**src/rtl/stack_arb_pkg.sv**
```systemverilog
// Shared types and default sizes for the two-client stack arbiter.
package stack_arb_pkg;

  localparam int DEPTH_DEF = 5;
  localparam int DW_DEF    = 4;
  localparam int IW_DEF    = 3;

  // Client operation codes, identical to the stack COMMAND encoding.
  typedef enum logic [1:0] {
    OP_NOP  = 2'b00,
    OP_PUSH = 2'b01,
    OP_POP  = 2'b10,
    OP_GET  = 2'b11
  } op_e;

  typedef enum logic [2:0] {
    ST_IDLE,
    ST_CLEAR,
    ST_ISSUE,
    ST_WAIT,
    ST_RESP
  } state_e;

endpackage

```
**src/rtl/stack_arbiter_rr.sv**
```systemverilog
// Two-way round-robin picker; on a tie the client that did not win last time is chosen.
module rr_arbiter2 (
  input  logic clk,
  input  logic rst_n,
  input  logic en,
  input  logic req0,
  input  logic req1,
  output logic gnt0,
  output logic gnt1,
  output logic last_grant
);

  logic pick1;

  // Client 1 wins when it is alone, or on a tie when client 0 won last.
  always_comb begin
    pick1 = req1 & (~req0 | ~last_grant);
    gnt1  = en & pick1;
    gnt0  = en & req0 & ~pick1;
  end

  // Remember the most recent winner; after reset client 0 takes the first tie.
  always_ff @(posedge clk or negedge rst_n) begin
    if (!rst_n) begin
      last_grant <= 1'b1;
    end else if (gnt0 | gnt1) begin
      last_grant <= gnt1;
    end
  end

endmodule

```
**src/rtl/stack_arbiter.sv**
```systemverilog
// Two-requester front end for a small structural stack: arbitrates, checks
// occupancy, issues one stack command and returns the result to the winner.
module stack_arbiter
  import stack_arb_pkg::*;
#(
  parameter int DEPTH  = DEPTH_DEF,
  parameter int DW     = DW_DEF,
  parameter int IW     = IW_DEF,
  parameter int RD_LAT = 1
) (
  input  logic          CLK,
  input  logic          RESET_N,
  input  logic          CLR,
  input  logic          REQ0,
  input  logic          REQ1,
  input  logic [1:0]    CMD0,
  input  logic [1:0]    CMD1,
  input  logic [IW-1:0] IDX0,
  input  logic [IW-1:0] IDX1,
  input  logic [DW-1:0] WDATA0,
  input  logic [DW-1:0] WDATA1,
  output logic          ACK0,
  output logic          ACK1,
  output logic [DW-1:0] RDATA,
  output logic          ERR,
  output logic [2:0]    COUNT,
  output logic          S_RESET,
  output logic [1:0]    S_COMMAND,
  output logic [IW-1:0] S_INDEX,
  output logic [DW-1:0] S_I_DATA,
  input  logic [DW-1:0] S_O_DATA
);

  localparam logic [1:0] LAT_INIT = (RD_LAT > 0) ? 2'(RD_LAT - 1) : 2'd0;

  state_e        state_q, state_d;
  op_e           op_q, sel_op;
  logic [IW-1:0] idx_q, sel_idx;
  logic [DW-1:0] wdata_q, sel_wdata, rdata_q;
  logic          err_q, sel_issue, sel_err;
  logic [2:0]    count_q;
  logic [1:0]    lat_q;
  logic          grant_en, gnt0, gnt1, last_grant, granted, capture;

  // Occupancy rules: no push when full, no pop when empty, get only below the top COUNT entries.
  function automatic logic op_legal(input op_e op, input logic [IW-1:0] idx,
                                    input logic [2:0] cnt);
    logic ok;
    ok = 1'b1;
    case (op)
      OP_PUSH: ok = (int'(cnt) < DEPTH);
      OP_POP:  ok = (cnt != 3'd0);
      OP_GET:  ok = (int'(idx) < int'(cnt));
      default: ok = 1'b1;
    endcase
    return ok;
  endfunction

  // Arbitration only happens in IDLE, and CLR takes priority over any request.
  assign grant_en = (state_q == ST_IDLE) && !CLR;

  rr_arbiter2 u_arb (
    .clk        (CLK),
    .rst_n      (RESET_N),
    .en         (grant_en),
    .req0       (REQ0),
    .req1       (REQ1),
    .gnt0       (gnt0),
    .gnt1       (gnt1),
    .last_grant (last_grant)
  );

  // Select the winner's operation and classify it before latching.
  always_comb begin
    granted   = gnt0 | gnt1;
    sel_op    = op_e'(gnt1 ? CMD1 : CMD0);
    sel_idx   = gnt1 ? IDX1 : IDX0;
    sel_wdata = gnt1 ? WDATA1 : WDATA0;
    sel_issue = (sel_op != OP_NOP) && op_legal(sel_op, sel_idx, count_q);
    sel_err   = (sel_op != OP_NOP) && !op_legal(sel_op, sel_idx, count_q);
    capture   = ((op_q == OP_POP) || (op_q == OP_GET)) &&
                (((state_q == ST_WAIT) && (lat_q == 2'd0)) ||
                 ((state_q == ST_ISSUE) && (RD_LAT == 0)));
  end

  // Next-state logic.
  always_comb begin
    state_d = state_q;
    case (state_q)
      ST_IDLE: begin
        if (CLR)          state_d = ST_CLEAR;
        else if (granted) state_d = sel_issue ? ST_ISSUE : ST_RESP;
      end
      ST_CLEAR: state_d = ST_IDLE;
      ST_ISSUE: state_d = (RD_LAT > 0) ? ST_WAIT : ST_RESP;
      ST_WAIT:  if (lat_q == 2'd0) state_d = ST_RESP;
      ST_RESP:  state_d = ST_IDLE;
      default:  state_d = ST_IDLE;
    endcase
  end

  // State register.
  always_ff @(posedge CLK or negedge RESET_N) begin
    if (!RESET_N) state_q <= ST_IDLE;
    else          state_q <= state_d;
  end

  // Occupancy and read-latency counters.
  always_ff @(posedge CLK or negedge RESET_N) begin
    if (!RESET_N) begin
      count_q <= 3'd0;
      lat_q   <= 2'd0;
    end else begin
      if (state_q == ST_CLEAR) begin
        count_q <= 3'd0;
      end else if (state_q == ST_ISSUE) begin
        if (op_q == OP_PUSH)     count_q <= count_q + 3'd1;
        else if (op_q == OP_POP) count_q <= count_q - 3'd1;
      end
      if (state_q == ST_ISSUE)     lat_q <= LAT_INIT;
      else if (state_q == ST_WAIT) lat_q <= lat_q - 2'd1;
    end
  end

  // Latched operation and result; only observed through state-gated outputs.
  always_ff @(posedge CLK) begin
    if (granted) begin
      op_q    <= sel_op;
      idx_q   <= sel_idx;
      wdata_q <= sel_wdata;
      err_q   <= sel_err;
      rdata_q <= '0;
    end else if (capture) begin
      rdata_q <= S_O_DATA;
    end
  end

  // Client and stack outputs, all zero outside their owning state.
  always_comb begin
    ACK0      = (state_q == ST_RESP) && !last_grant;
    ACK1      = (state_q == ST_RESP) && last_grant;
    RDATA     = (state_q == ST_RESP) ? rdata_q : '0;
    ERR       = (state_q == ST_RESP) && err_q;
    COUNT     = count_q;
    S_RESET   = !RESET_N || (state_q == ST_CLEAR);
    S_COMMAND = (state_q == ST_ISSUE) ? op_q : 2'b00;
    S_INDEX   = (state_q == ST_ISSUE) ? idx_q : '0;
    S_I_DATA  = (state_q == ST_ISSUE) ? wdata_q : '0;
  end

endmodule

```
**config.mk**
```make
export PLATFORM = sky130hd
export DESIGN_NAME = stack_arbiter
export DESIGN_NICKNAME = d
export VERILOG_FILES = /design/src/rtl/stack_arb_pkg.sv /design/src/rtl/stack_arbiter_rr.sv /design/src/rtl/stack_arbiter.sv
export SDC_FILE = /design/constraint.sdc
export NUM_CORES = 1
export LEC_CHECK = 0
export CORE_MARGIN = 2
export CORE_UTILIZATION = 48
export CTS_CLUSTER_SIZE = 40
export DETAILED_ROUTE_END_ITERATION = 16
export PLACE_DENSITY = 0.84
export SKIP_LAST_GASP = 1
export SLEW_MARGIN = 10
export SYNTH_ARGS = -nofsm -noshare
export SYNTH_HDL_FRONTEND = slang
export SYNTH_SLANG_ARGS = --single-unit
export TNS_END_PERCENT = 1
```
**constraint.sdc**
```tcl
create_clock -name CLK -period 7.3 [get_ports CLK]
set_clock_uncertainty 0.1 [all_clocks]
set_input_delay 1.46 -clock CLK [delete_from_list [all_inputs] [get_ports CLK]]
set_output_delay 1.46 -clock CLK [all_outputs]
set_load 0.01 [all_outputs]
```
==> results.py, run 1 <==
metrics = {
    "worst_hold_path": {
        "hold_class": "reg -> reg",
        "whs_path_depth": 2,
        "hold-path-endpoint": "rdata_q[0]",
        "hp-start": "rdata_q[0]",
    },
    "die": {
        "core.rowCount": 19,
        "die_w_um": 56.9,
        "pin_count": 47,
        "die_area_mm2": 0.00324,
        "chipHeight_um": 56.9,
        "core_area_mm2": 0.00271,
        "start_util_pct": 49.6,
    },
    "clock_network": {
        "cts_htree_levels": 1,
        "cts_root_buf": "clkbuf_4",
        "cts_tree": "yes",
        "cts_buffers": 3,
        "ctsResizeCount": 0,
        "clk_path_buf_depth": 2,
        "post_cts_buffers": 0,
        "cts_sinks": 23,
        "postCtsHoldBufs": 0,
        "insertion_delay_ns": 0.32,
        "path_clk_slew_ns": 0.12,
    },
    "synthesis": {
        "synth_cells": 138,
        "synthTopCellsByArea": "edfxtp_1 (22%), dfrtp_1 (15%), and2_1 (7.9%)",
        "synth_ff_type": "edfxtp_1",
        "syn-cell-area_mm2": 0.00135,
        "ys_seq_area_share_pct": 45.1,
        "async_reset_ff_share_pct": 39.1,
        "synth_top_cell_by_area": "edfxtp_1",
        "yosys_warnings": 0,
        "ys_ff_latch": 23,
        "synth_most_common_cell": "nand2_1",
        "synth_common_cells": "nand2_1 (19), and2_1 (17), edfxtp_1 (10), a21oi_1 (9)",
        "yosys.area.top_type_share_pct": 22.3,
        "synth_edf_count": 10,
        "syn_avg_cell_area_um2": 9.75,
        "synth_cell_types": 39,
        "syn-num-nets": 169,
    },
    "timing": {
        "slew_headroom_pct": 19.1,
        "fmax_mhz": 229,
        "fin_crit_ns": 4.37,
        "slew_viol_final": 0,
        "tns_ns": 0,
        "hold_viol": 0,
        "finalWorstSetupSlack_ns": 2.93,
        "setup_viol": 0,
        "tightest_slew_ns": 1.21,
        "period_share_pct": 59.9,
        "rsz0062_at_grt": "false",
    },
    "grt": {
        "grt_overflow": 0,
        "grt_pass1_wl_um": 5040,
        "grt_max_degree": 17,
        "use_met3_pct": 2.49,
        "antenna_found_initial": 0,
        "grtUsageMet2_pct": 36.5,
        "grt-busiest-layer": "met2",
        "grt_pass1_vias": 1149,
        "track_usage_pct": 19.7,
        "grt_util_met1_pct": 24.3,
    },
    "worst_setup_path": {
        "reg2reg_depth": 8,
        "slowest_delay_ns": 0.74,
        "worstPathCellList": "clkdlybuf4s50_1 > nand2_1 > clkdlybuf4s50_1",
        "cp.required_ns": 5.74,
        "startpoint_type": "input pin",
        "end_kind": "output port",
        "rr_startpoint": "state_q[0]",
        "startpoint": "RESET_N",
        "rrSetupSlack_ns": 4.50,
        "slowest_stage": "clkdlybuf4s50_1",
        "arrival_ns": 2.81,
        "path_class": "in -> out",
        "cp_top_family": "buffers and inverters",
        "timing.critical_path.buf_inv": 2,
        "r2r-end": "state_q[2]",
        "path_max_fanout": 10,
        "cp_common_cell": "clkdlybuf4s50_1",
    },
    "layout": {
        "final_area_mm2": 0.00185,
        "drive_above_1_share_pct": 9.29,
        "final_cells": 214,
        "syn_to_final_growth_pct": 37.2,
        "fin_nets": 215,
        "num_antenna_cells": 0,
        "post-route-util_pct": 68.1,
    },
    "route": {
        "vias": 1123,
        "wirelength_um": 3070,
        "vias_per_cell": 5.25,
        "drt_first_pass_iters": 4,
        "ant_nets": 0,
        "wl_per_cell_um": 14.3,
        "drcViolationCount": 0,
        "drt-initial-drc-count": 19,
    },
    "placed_design": {
        "place_area_mm2": 0.00182,
        "place_ws_ns": 2.92,
        "port_buffers": 46,
        "placed_cells": 210,
        "gp_congestion": 0.842,
        "dp_hpwl_um": 2460,
    },
    "power_and_ir_drop": {
        "p_leak_nw": 0.719,
        "powerDensity_mw_per_mm2": 287,
        "irDropWorstVdd_v": 0.000238,
    },
    "run": {
        "maxCapViolCount": 0,
    },
    "status": {
        "outcome": "complete, no violations",
    },
}
==> kinds of logic after synthesis <==
family	synth area share, %
xor+xnor	1.95
mux	7.72
flops	45.1
simple gates	24.0
buf+inv	4.19
compound gates	12.7
fa+ha+maj	4.28
==> cell usage in the layout (no fill, tap or decap), types with 4 or more instances in the layout <==
cell and instances:
nand3_1 5, nor2_1 8, dfrtp_1 8, mux2_2 7, dfxtp_1 4, edfxtp_1 10
and2_1 17, a21oi_1 9, clkdlybuf4s50_1 46, inv_1 8, o21ai_0 5, nand2_1 19
==> final cells by class <==
class / instances / area [um2]
well taps: 31 / 38.8
multi-input cells: 102 / 682
clock inverters: 1 / 5.00
repair buffers: 46 / 460
inverters: 8 / 30.0
flip-flops and latches: 23 / 607
clock buffers: 3 / 22.5
fillers: 220 / 865
==> metal layers <==
metal  wire length (um)  up-vias
met2               1640       33
met4                 28        0
met5                  0        -
met3                149        2
met1               1250      518
li1                   -      570
==> report_power, final <==
| group | leakage [nW] | total (mW) | internal, mW | switching [mW] |
|---|---|---|---|---|
| logic | 0.460 | 0.248 | 0.125 | 0.123 |
| clock network | 0.0177 | 0.0600 | 0.0205 | 0.0394 |
| registers | 0.241 | 0.222 | 0.182 | 0.0402 |
| total | 0.719 | 0.530 | 0.327 | 0.203 |
==> how the worst max path moves through the flow <==
stage	endpoint	cells past startpoint
5_1_grt	S_RESET	3
3_3_place_gp	S_RESET	3
3_5_place_dp	S_RESET	3
4_1_cts	S_RESET	3
2_1_floorplan	state_q[2]	9
6_report	S_RESET	3
==> per-stage QoR <==
| stage | hold slack [ns] | total power, mW |
|---|---|---|
| after CTS | 0.369 | 0.535 |
| after floorplan | 0.332 | 0.381 |
| after detailed placement | 0.351 | 0.475 |
| after global placement | 0.337 | 0.460 |
| after global routing | 0.393 | 0.575 |
| final | 0.361 | 0.530 |
==> sequential cells by signal, indices dropped and copies added, names as in the netlist <==
| name | flops |
|---|---|
| COUNT | 3 |
| err_q | 1 |
| idx_q | 3 |
| lat_q | 2 |
| op_q | 2 |
| rdata_q | 4 |
| state_q | 3 |
| u_arb.last_grant | 1 |
| wdata_q | 4 |
==> worst min-delay path, stage by stage (launching register included) <==
cell     delay [ns]
dfxtp_1        0.33
nand2_1        0.05
a21oi_1        0.05
Note: power is estimated with default switching activity, not from simulation.
==> inputs of run 2 (changes only) <==
--- a/config.mk
+++ b/config.mk
@@ -6,10 +6,10 @@
 export NUM_CORES = 1
 export LEC_CHECK = 0
 export CORE_MARGIN = 2
-export CORE_UTILIZATION = 48
+export CORE_UTILIZATION = 40
 export CTS_CLUSTER_SIZE = 40
 export DETAILED_ROUTE_END_ITERATION = 16
-export PLACE_DENSITY = 0.84
+export PLACE_DENSITY = 0.75
 export SKIP_LAST_GASP = 1
 export SLEW_MARGIN = 10
 export SYNTH_ARGS = -nofsm -noshare
==> constraint.sdc (replaced) <==
create_clock -name CLK -period 3.51 [get_ports CLK]
set_clock_uncertainty 0.1 [all_clocks]
set_input_delay 0.702 -clock CLK [delete_from_list [all_inputs] [get_ports CLK]]
set_output_delay 0.702 -clock CLK [all_outputs]
set_load 0.01 [all_outputs]
==> results.py, run 2 (same netlist as run 1, synthesis figures left out) <==
metrics = {
    "worst_setup_path": {
        "startpoint_type": "flop",
        "path_class": "reg -> out",
        "cp.required_ns": 2.71,
        "end_kind": "output port",
        "timing.critical_path.buf_inv": 1,
        "slowest_delay_ns": 0.57,
        "arrival_ns": 2.38,
        "cp_top_family": "simple AND/OR/NAND/NOR gates",
        "worstPathCellList": "nand2b_1 > nor2_1 > and2_1 > clkdlybuf4s50_1",
        "slowest_stage": "nor2_1",
        "path_max_fanout": 12,
    },
    "power_and_ir_drop": {
        "powerDensity_mw_per_mm2": 593,
        "p_clk_share_pct": 10.9,
        "power_frac_seq_pct": 41.2,
        "power_switching_uw": 428,
        "irDropWorstVdd_v": 0.000333,
        "power.internal_uw": 695,
        "combinationalPowerShare_pct": 47.8,
        "swShare_pct": 38.1,
        "p_leak_nw": 0.736,
    },
    "route": {
        "drcViolationCount": 0,
        "vias": 1182,
        "wl_per_cell_um": 13.6,
        "ant_nets": 0,
        "drt-initial-drc-count": 67,
        "wirelength_um": 3170,
        "vias_per_cell": 5.07,
        "drt_first_pass_iters": 5,
    },
    "layout": {
        "syn_to_final_growth_pct": 40.7,
        "fill_cells": 292,
        "largest_registers": "rdata_q x4, wdata_q x4",
        "drive_above_1_share_pct": 10.7,
        "fin_nets": 219,
        "num_antenna_cells": 0,
        "final_cell_mix": "clkdlybuf4s50_1 (46), nand2_1 (19), and2_1 (17)",
        "final_common_cell": "clkdlybuf4s50_1",
    },
    "clock_network": {
        "cts_sinks": 23,
        "cts_htree_levels": 1,
        "post_cts_buffers": 0,
        "ctsResizeCount": 0,
        "path_clk_slew_ns": 0.13,
        "cts_buffers": 3,
        "insertion_delay_ns": 0.31,
        "cts_tree": "yes",
        "postCtsHoldBufs": 0,
        "cts_root_buf": "clkbuf_4",
        "clk_path_buf_depth": 2,
    },
    "die": {
        "die_area_mm2": 0.00384,
        "die_w_um": 62.0,
        "start_util_pct": 41.0,
        "pin_count": 47,
        "core.rowCount": 21,
        "core_area_mm2": 0.00328,
        "chipHeight_um": 62.0,
    },
    "grt": {
        "antenna_found_initial": 0,
        "grt_max_degree": 13,
        "grt_pass1_vias": 1137,
        "grt_overflow": 0,
        "track_usage_pct": 17.3,
        "grt_pass1_wl_um": 4910,
    },
    "status": {
        "outcome": "complete, no violations",
    },
    "placed_design": {
        "place_ws_ns": 0.414,
        "gp_congestion": 0.794,
        "dp_hpwl_um": 2530,
        "port_buffers": 46,
    },
    "worst_hold_path": {
        "hold_class": "reg -> reg",
    },
    "timing": {
        "slew_viol_final": 0,
        "hold_viol": 0,
        "slew_headroom_pct": 55.4,
        "fmax_mhz": 314,
        "tightest_slew_ns": 0.667,
        "period_share_pct": 90.8,
        "fin_crit_ns": 3.19,
        "tns_ns": 0,
        "finalWorstSetupSlack_ns": 0.325,
        "rsz0062_at_grt": "false",
        "setup_viol": 0,
    },
    "run": {
        "maxCapViolCount": 0,
    },
}
==> run 2: worst reg2reg max path, stage by stage (launching register included) <==
cell	delay, ns
dfrtp_1	0.54
nor4_4	0.32
nand3_2	0.15
mux2_2	0.31
ha_1	0.29
a211oi_1	0.21
a32oi_1	0.18
a22oi_2	0.22
o32ai_1	0.10
==> run 2: path summary, 6_finish.rpt <==
kind	start	end	slack, ns	cells after the start
hold reg to reg	rdata_q[0]	rdata_q[0]	0.36	2
hold / removal	rdata_q[0]	rdata_q[0]	0.36	2
max in group asynchronous	RESET_N	u_arb.last_grant	2.49	2
setup reg to reg	state_q[0]	state_q[2]	0.97	8
min in group asynchronous	RESET_N	state_q[0]	0.60	2
setup / recovery	state_q[2]	S_COMMAND[0]	0.32	4
==> run 2: per-layer routing <==
layer / part of all wire, % / global-route usage, % / wire, um
met4: 1.9 / 7.29 / 60
met3: 8.9 / 2.07 / 281
met5: 0 / 0 / 0
met1: 40 / 20.4 / 1270
met2: 49 / 31.3 / 1570
==> run 2: power by group through the flow <==
stage	clock, mW	combinational (mW)	sequential (mW)
after CTS	0.128	0.541	0.464
final	0.123	0.537	0.463
after global placement	0	0.513	0.465
after detailed placement	0	0.538	0.470
after global routing	0.137	0.602	0.478
after floorplan	0	0.351	0.441
==> run 2: stage by stage <==
step | total power, mW | hold WS, ns | cell area [um2] | utilization (%) | cells
after global placement | 0.979 | 0.340 | 1870 | 56.8 | 229
after global routing | 1.22 | 0.379 | 1890 | 57.6 | 233
after floorplan | 0.792 | 0.306 | 1350 | - | 138
after CTS | 1.13 | 0.362 | 1890 | 57.6 | 233
after detailed placement | 1.01 | 0.343 | 1870 | 56.8 | 229
final | 1.12 | 0.356 | 1890 | 57.6 | 233
==> run 2: area by class of cell <==
class / count / area [um2] / share of cell area (%)
clock buffers: 4 / 26.3 / 1.39
inverters: 8 / 30.0 / 1.59
multi-input cells: 102 / 682 / 36.0
flip-flops and latches: 23 / 607 / 32.1
well taps: 46 / 57.6 / 3.04
repair buffers: 50 / 490 / 25.9
==> inputs of run 3 (changes only) <==
--- a/config.mk
+++ b/config.mk
@@ -5,13 +5,14 @@
 export SDC_FILE = /design/constraint.sdc
 export NUM_CORES = 1
 export LEC_CHECK = 0
+export ABC_CLOCK_PERIOD_IN_PS = 3510
 export CORE_MARGIN = 2
 export CORE_UTILIZATION = 40
 export CTS_CLUSTER_SIZE = 40
 export DETAILED_ROUTE_END_ITERATION = 16
 export PLACE_DENSITY = 0.75
 export SKIP_LAST_GASP = 1
-export SLEW_MARGIN = 10
+export SLEW_MARGIN = 20
 export SYNTH_ARGS = -nofsm -noshare
 export SYNTH_HDL_FRONTEND = slang
 export SYNTH_SLANG_ARGS = --single-unit
==> results of run 3 <==
The final DEF is identical to that of run 2; final timing and power are the same.
==> edit 1, RTL diff (config.mk and constraints of run 3) <==
`DW_DEF`: 4 -> 6.
--- a/src/rtl/stack_arb_pkg.sv
+++ b/src/rtl/stack_arb_pkg.sv
@@ -2,7 +2,7 @@
 package stack_arb_pkg;
 
   localparam int DEPTH_DEF = 5;
-  localparam int DW_DEF    = 4;
+  localparam int DW_DEF    = 6;
   localparam int IW_DEF    = 3;
 
   // Client operation codes, identical to the stack COMMAND encoding.
Interface: changed (5 resized); port bits go from 47 to 57. No check against the original RTL was run, so the function may have changed too.
==> edit 1 against run 3 <==
- synthesized area grew 14%
- power rose by 18%
- critical path type unchanged
- via count rose by 9.6%
- non-clock buffer count is 9 higher
- worst setup slack better by 0.036 ns
- routed wire length increased by 15%
- sequential power up 17%
- design area is 16% higher
- final cell count up 8.6%
- sequential cell count is 4 higher
- highest routed layer unchanged
- global-route usage decreased by 0.070 points
==> edit 1: results (changes against run 3) <==
[metrics] run status: completed
[metrics] endpoint arrival time on the critical path: 2.35 ns (-0.03 ns)
[metrics] ranking of synthesized cells by instance count: and2_1 (20), edfxtp_1 (12), nand2_1 (12), nor2_1 (12)
[metrics] share of final-layout standard cells stronger than drive strength 1: 11.71% (+1.0 points)
[metrics] hold path endpoint: lat_q[0]
[metrics] Leakage: 0.8811 nW (+20%)
[metrics] Yosys cell types: 42 (+7.7%)
[metrics] Post-Syn Nets: 183 (+8.3%)
[metrics] largest registers ranked by flip-flop count: rdata_q (6), wdata_q (6)
[metrics] final net count: 243 (+11%)
[metrics] worst voltage drop across the vdd grid: 0.2617 mV (-21%)
[metrics] sequential-to-total area share from yosys stat: 46.05% (+0.93 points)
[metrics] met1 routing resource usage after global routing: 20.19% (-0.19 points)
[metrics] sum of met2 wire segment lengths after detailed routing: 1830 um (+17%)
[metrics] post-synthesis cell count: 146 (+5.8%)
[metrics] pin count of the biggest net entering global routing: 15 (+2)
[metrics] maximum single-stage delay on the critical path: 0.61 ns (+0.04 ns)
[metrics] Crit. Startpoint: state_q[1]
[metrics] worst reg2reg path endpoint: err_q
[metrics] number of global-route vias before repair: 1275 (+12%)
[metrics] iteration count of the initial detailed-routing pass: 4 (-1)
[metrics] start point of the worst min-delay path: lat_q[0]
[metrics] met3 capacity usage during global routing: 2.215% (+0.14 points)
[metrics] EDFF count, synth: 12 (+2)
[metrics] detailed-route wire length on metal 1: 1556 um (+23%)
[metrics] met3 WL post-DR: 204 um (-27%)
[metrics] Placement Setup Slack: 0.3484 ns (-0.06557 ns)
[metrics] routability cong.: 0.7630 (-3.9%)
[metrics] proportion of synthesized flip-flops having asynchronous set or reset: 33.33% (-5.8 points)
[metrics] upper clock frequency limit: 317.5 MHz (+1.1%)
[metrics] global-route track usage on met2: 32.07% (+0.82 points)
## edit 1: tightest hold or removal path: cells and delay by family, from the launching register on
kind,cells,cell delay [ns]
flip-flops,1,0.36
AO/OA/AOI/OAI,1,0.06
AND/OR/NAND/NOR,1,0.05
## edit 1: layout make-up
class	instances	area [sq um]
Inverter	7	26.28
Clock buffer	4	45.04
Timing Repair Buffer	59	583.1
Sequential cell	27	706.9
Multi-Input combinational cell	108	778.2
Fill cell	322	1489
Tap cell	48	60.06
## edit 1: where the power goes
group | internal (mW) | leakage, nW | switching [mW]
Sequential | 0.443 | 0.276 | 0.0969
Combinational | 0.305 | 0.582 | 0.301
Clock | 0.0815 | 0.0228 | 0.0970
## edit 1: kinds of logic after synthesis
kind of cell | share of synthesized area, %
DFF | 46.05
adders and majority gates | 3.749
buffers and inverters | 3.260
AOI/OAI and AO/OA | 11.33
muxes | 11.74
and+or+nand+nor | 22.17
xor gates and xnor gates | 1.712
==> edit 2, RTL diff (config.mk and constraints of run 3) <==
Made on the original files. The 5 states of `state_e` get a Gray code encoding in 3 bits.
--- a/src/rtl/stack_arb_pkg.sv
+++ b/src/rtl/stack_arb_pkg.sv
@@ -14,11 +14,11 @@
   } op_e;
 
   typedef enum logic [2:0] {
-    ST_IDLE,
-    ST_CLEAR,
-    ST_ISSUE,
-    ST_WAIT,
-    ST_RESP
+    ST_IDLE  = 3'b000,
+    ST_CLEAR = 3'b001,
+    ST_ISSUE = 3'b011,
+    ST_WAIT  = 3'b010,
+    ST_RESP  = 3'b110
   } state_e;
 
 endpackage
Check against the original RTL: same outputs for any inputs over 10 cycles, from zero or initial values and one cycle with RESET_N low; not proved beyond that.
==> edit 2 against run 3 <==
- sequential cell count did not move
- design area hardly changed
- die area grew 0.27%
- sequential power increased by 6.0%
- sequential share of layout area is essentially flat
- critical endpoint is now err_q
- routed wire length up 1.6%
- worst setup slack better by 0.23 ns
- synthesized area increased by 0.28%
- critical path depth rose by 5
- power grew 4.7%
- non-clock buffer count is 2 lower
- largest cell class unchanged
==> edit 2: results (changes against run 3) <==
[metrics] start point of the worst min-delay path: u_arb.last_grant
[metrics] final instance count without filler cells: 226 (-3.0%)
[metrics] sequential-to-total area share from yosys stat: 44.99% (-0.13 points)
[metrics] Adder-Cell Fraction of Synth Area: 4.267% (-0.012 points)
[metrics] fraction of the mapped netlist area in compound gates: 10.48% (-2.3 points)
[metrics] total instance count after detailed placement: 222 (-3.1%)
[metrics] Post-Syn Nets: 162 (-4.1%)
[metrics] Yosys cell types: 38 (-2.6%)
[metrics] Tot GR Track Use: 18.19% (+0.93 points)
[metrics] routability cong.: 0.8171 (+2.9%)
[metrics] run status: completed
[metrics] share of final-layout standard cells stronger than drive strength 1: 11.67% (+0.97 points)
[metrics] Initial Util: 41.07% (+0.11 points)
[metrics] Post-DP Area: 1863 sq um (-0.20%)
[metrics] Leakage: 0.8091 nW (+9.9%)
[metrics] fraction of power consumed by sequential logic: 41.7% (+0.5 points)
[metrics] type of destination of the critical path: flip-flop
[metrics] period utilization: 84.18% (-6.6 points)
[metrics] Worst R2R Start: state_q[1]
[metrics] Worst Hold Slack: 0.4036 ns (+0.04733 ns)
[metrics] detailed router's first-iteration violation count: 91 (+36%)
[metrics] pin count of the biggest net entering global routing: 17 (+4)
[metrics] final WL: 3224 um (+1.6%)
[metrics] setup slack on the worst flop-to-flop path: 0.71 ns (-0.26 ns)
[metrics] leading post-synthesis cells by cell area: edfxtp_1 (22%), dfrtp_1 (15%), mux2_2 (6.7%), dfxtp_1 (5.9%), mux2i_1 (4.5%)
[metrics] hold path endpoint: u_arb.last_grant
[metrics] number of global-route vias before repair: 1115 (-1.9%)
[metrics] post-synthesis cell count: 131 (-5.1%)
[metrics] iteration count of the initial detailed-routing pass: 4 (-1)
[metrics] Placement Setup Slack: 0.2130 ns (-0.2010 ns)
[metrics] fraction of synthesized cell area in xor and xnor cells: 0.6494% (-1.3 points)
[metrics] Crit. Startpoint: CLR
[metrics] vias: 1167 (-1.3%)
[metrics] half-perimeter wire length of the detailed placement result: 2569 um (+1.5%)
[metrics] first-pass GRT wire length: 4974 um (+1.4%)
## edit 2: cell types whose count changed after synthesis, sizes merged, moves of 3 or more
cell           run 3  this run
nand3              6         2
a21oi              9         4
nand2b             3         7
nand2             19        12
mux2i              1         6
nor3               0         4
o22ai              1         4
and2              17         6
and3               0         9
## edit 2: layer usage
layer  up-vias  part of all wire, %  track usage [%]  wire (um)
met3         2                  4.5            1.863        144
met2        37                   54            31.99       1729
met4         0                 0.56            7.295         18
met1       557                   41            22.67       1332
met5         -                    0                0          0
li1        571                    -                -          -
## edit 2: critical path: stages
cell and delay (ns):
clkdlybuf4s50_1 0.50, nor4_4 0.25, nand3_2 0.24, mux2_2 0.35, ha_1 0.28, a211oi_1 0.21, a32oi_1 0.17, mux2i_1 0.16
a21oi_1 0.08
## edit 2: area by class of cell
class                      count  area, sq um
clock buffer                   3        22.52
fill                         289         1393
timing repair buffer          48        475.5
tap                           46        57.56
inverter                       9        33.78
sequential                    23        606.8
multi-input combinational     96        689.4
clock inverter                 1        6.256
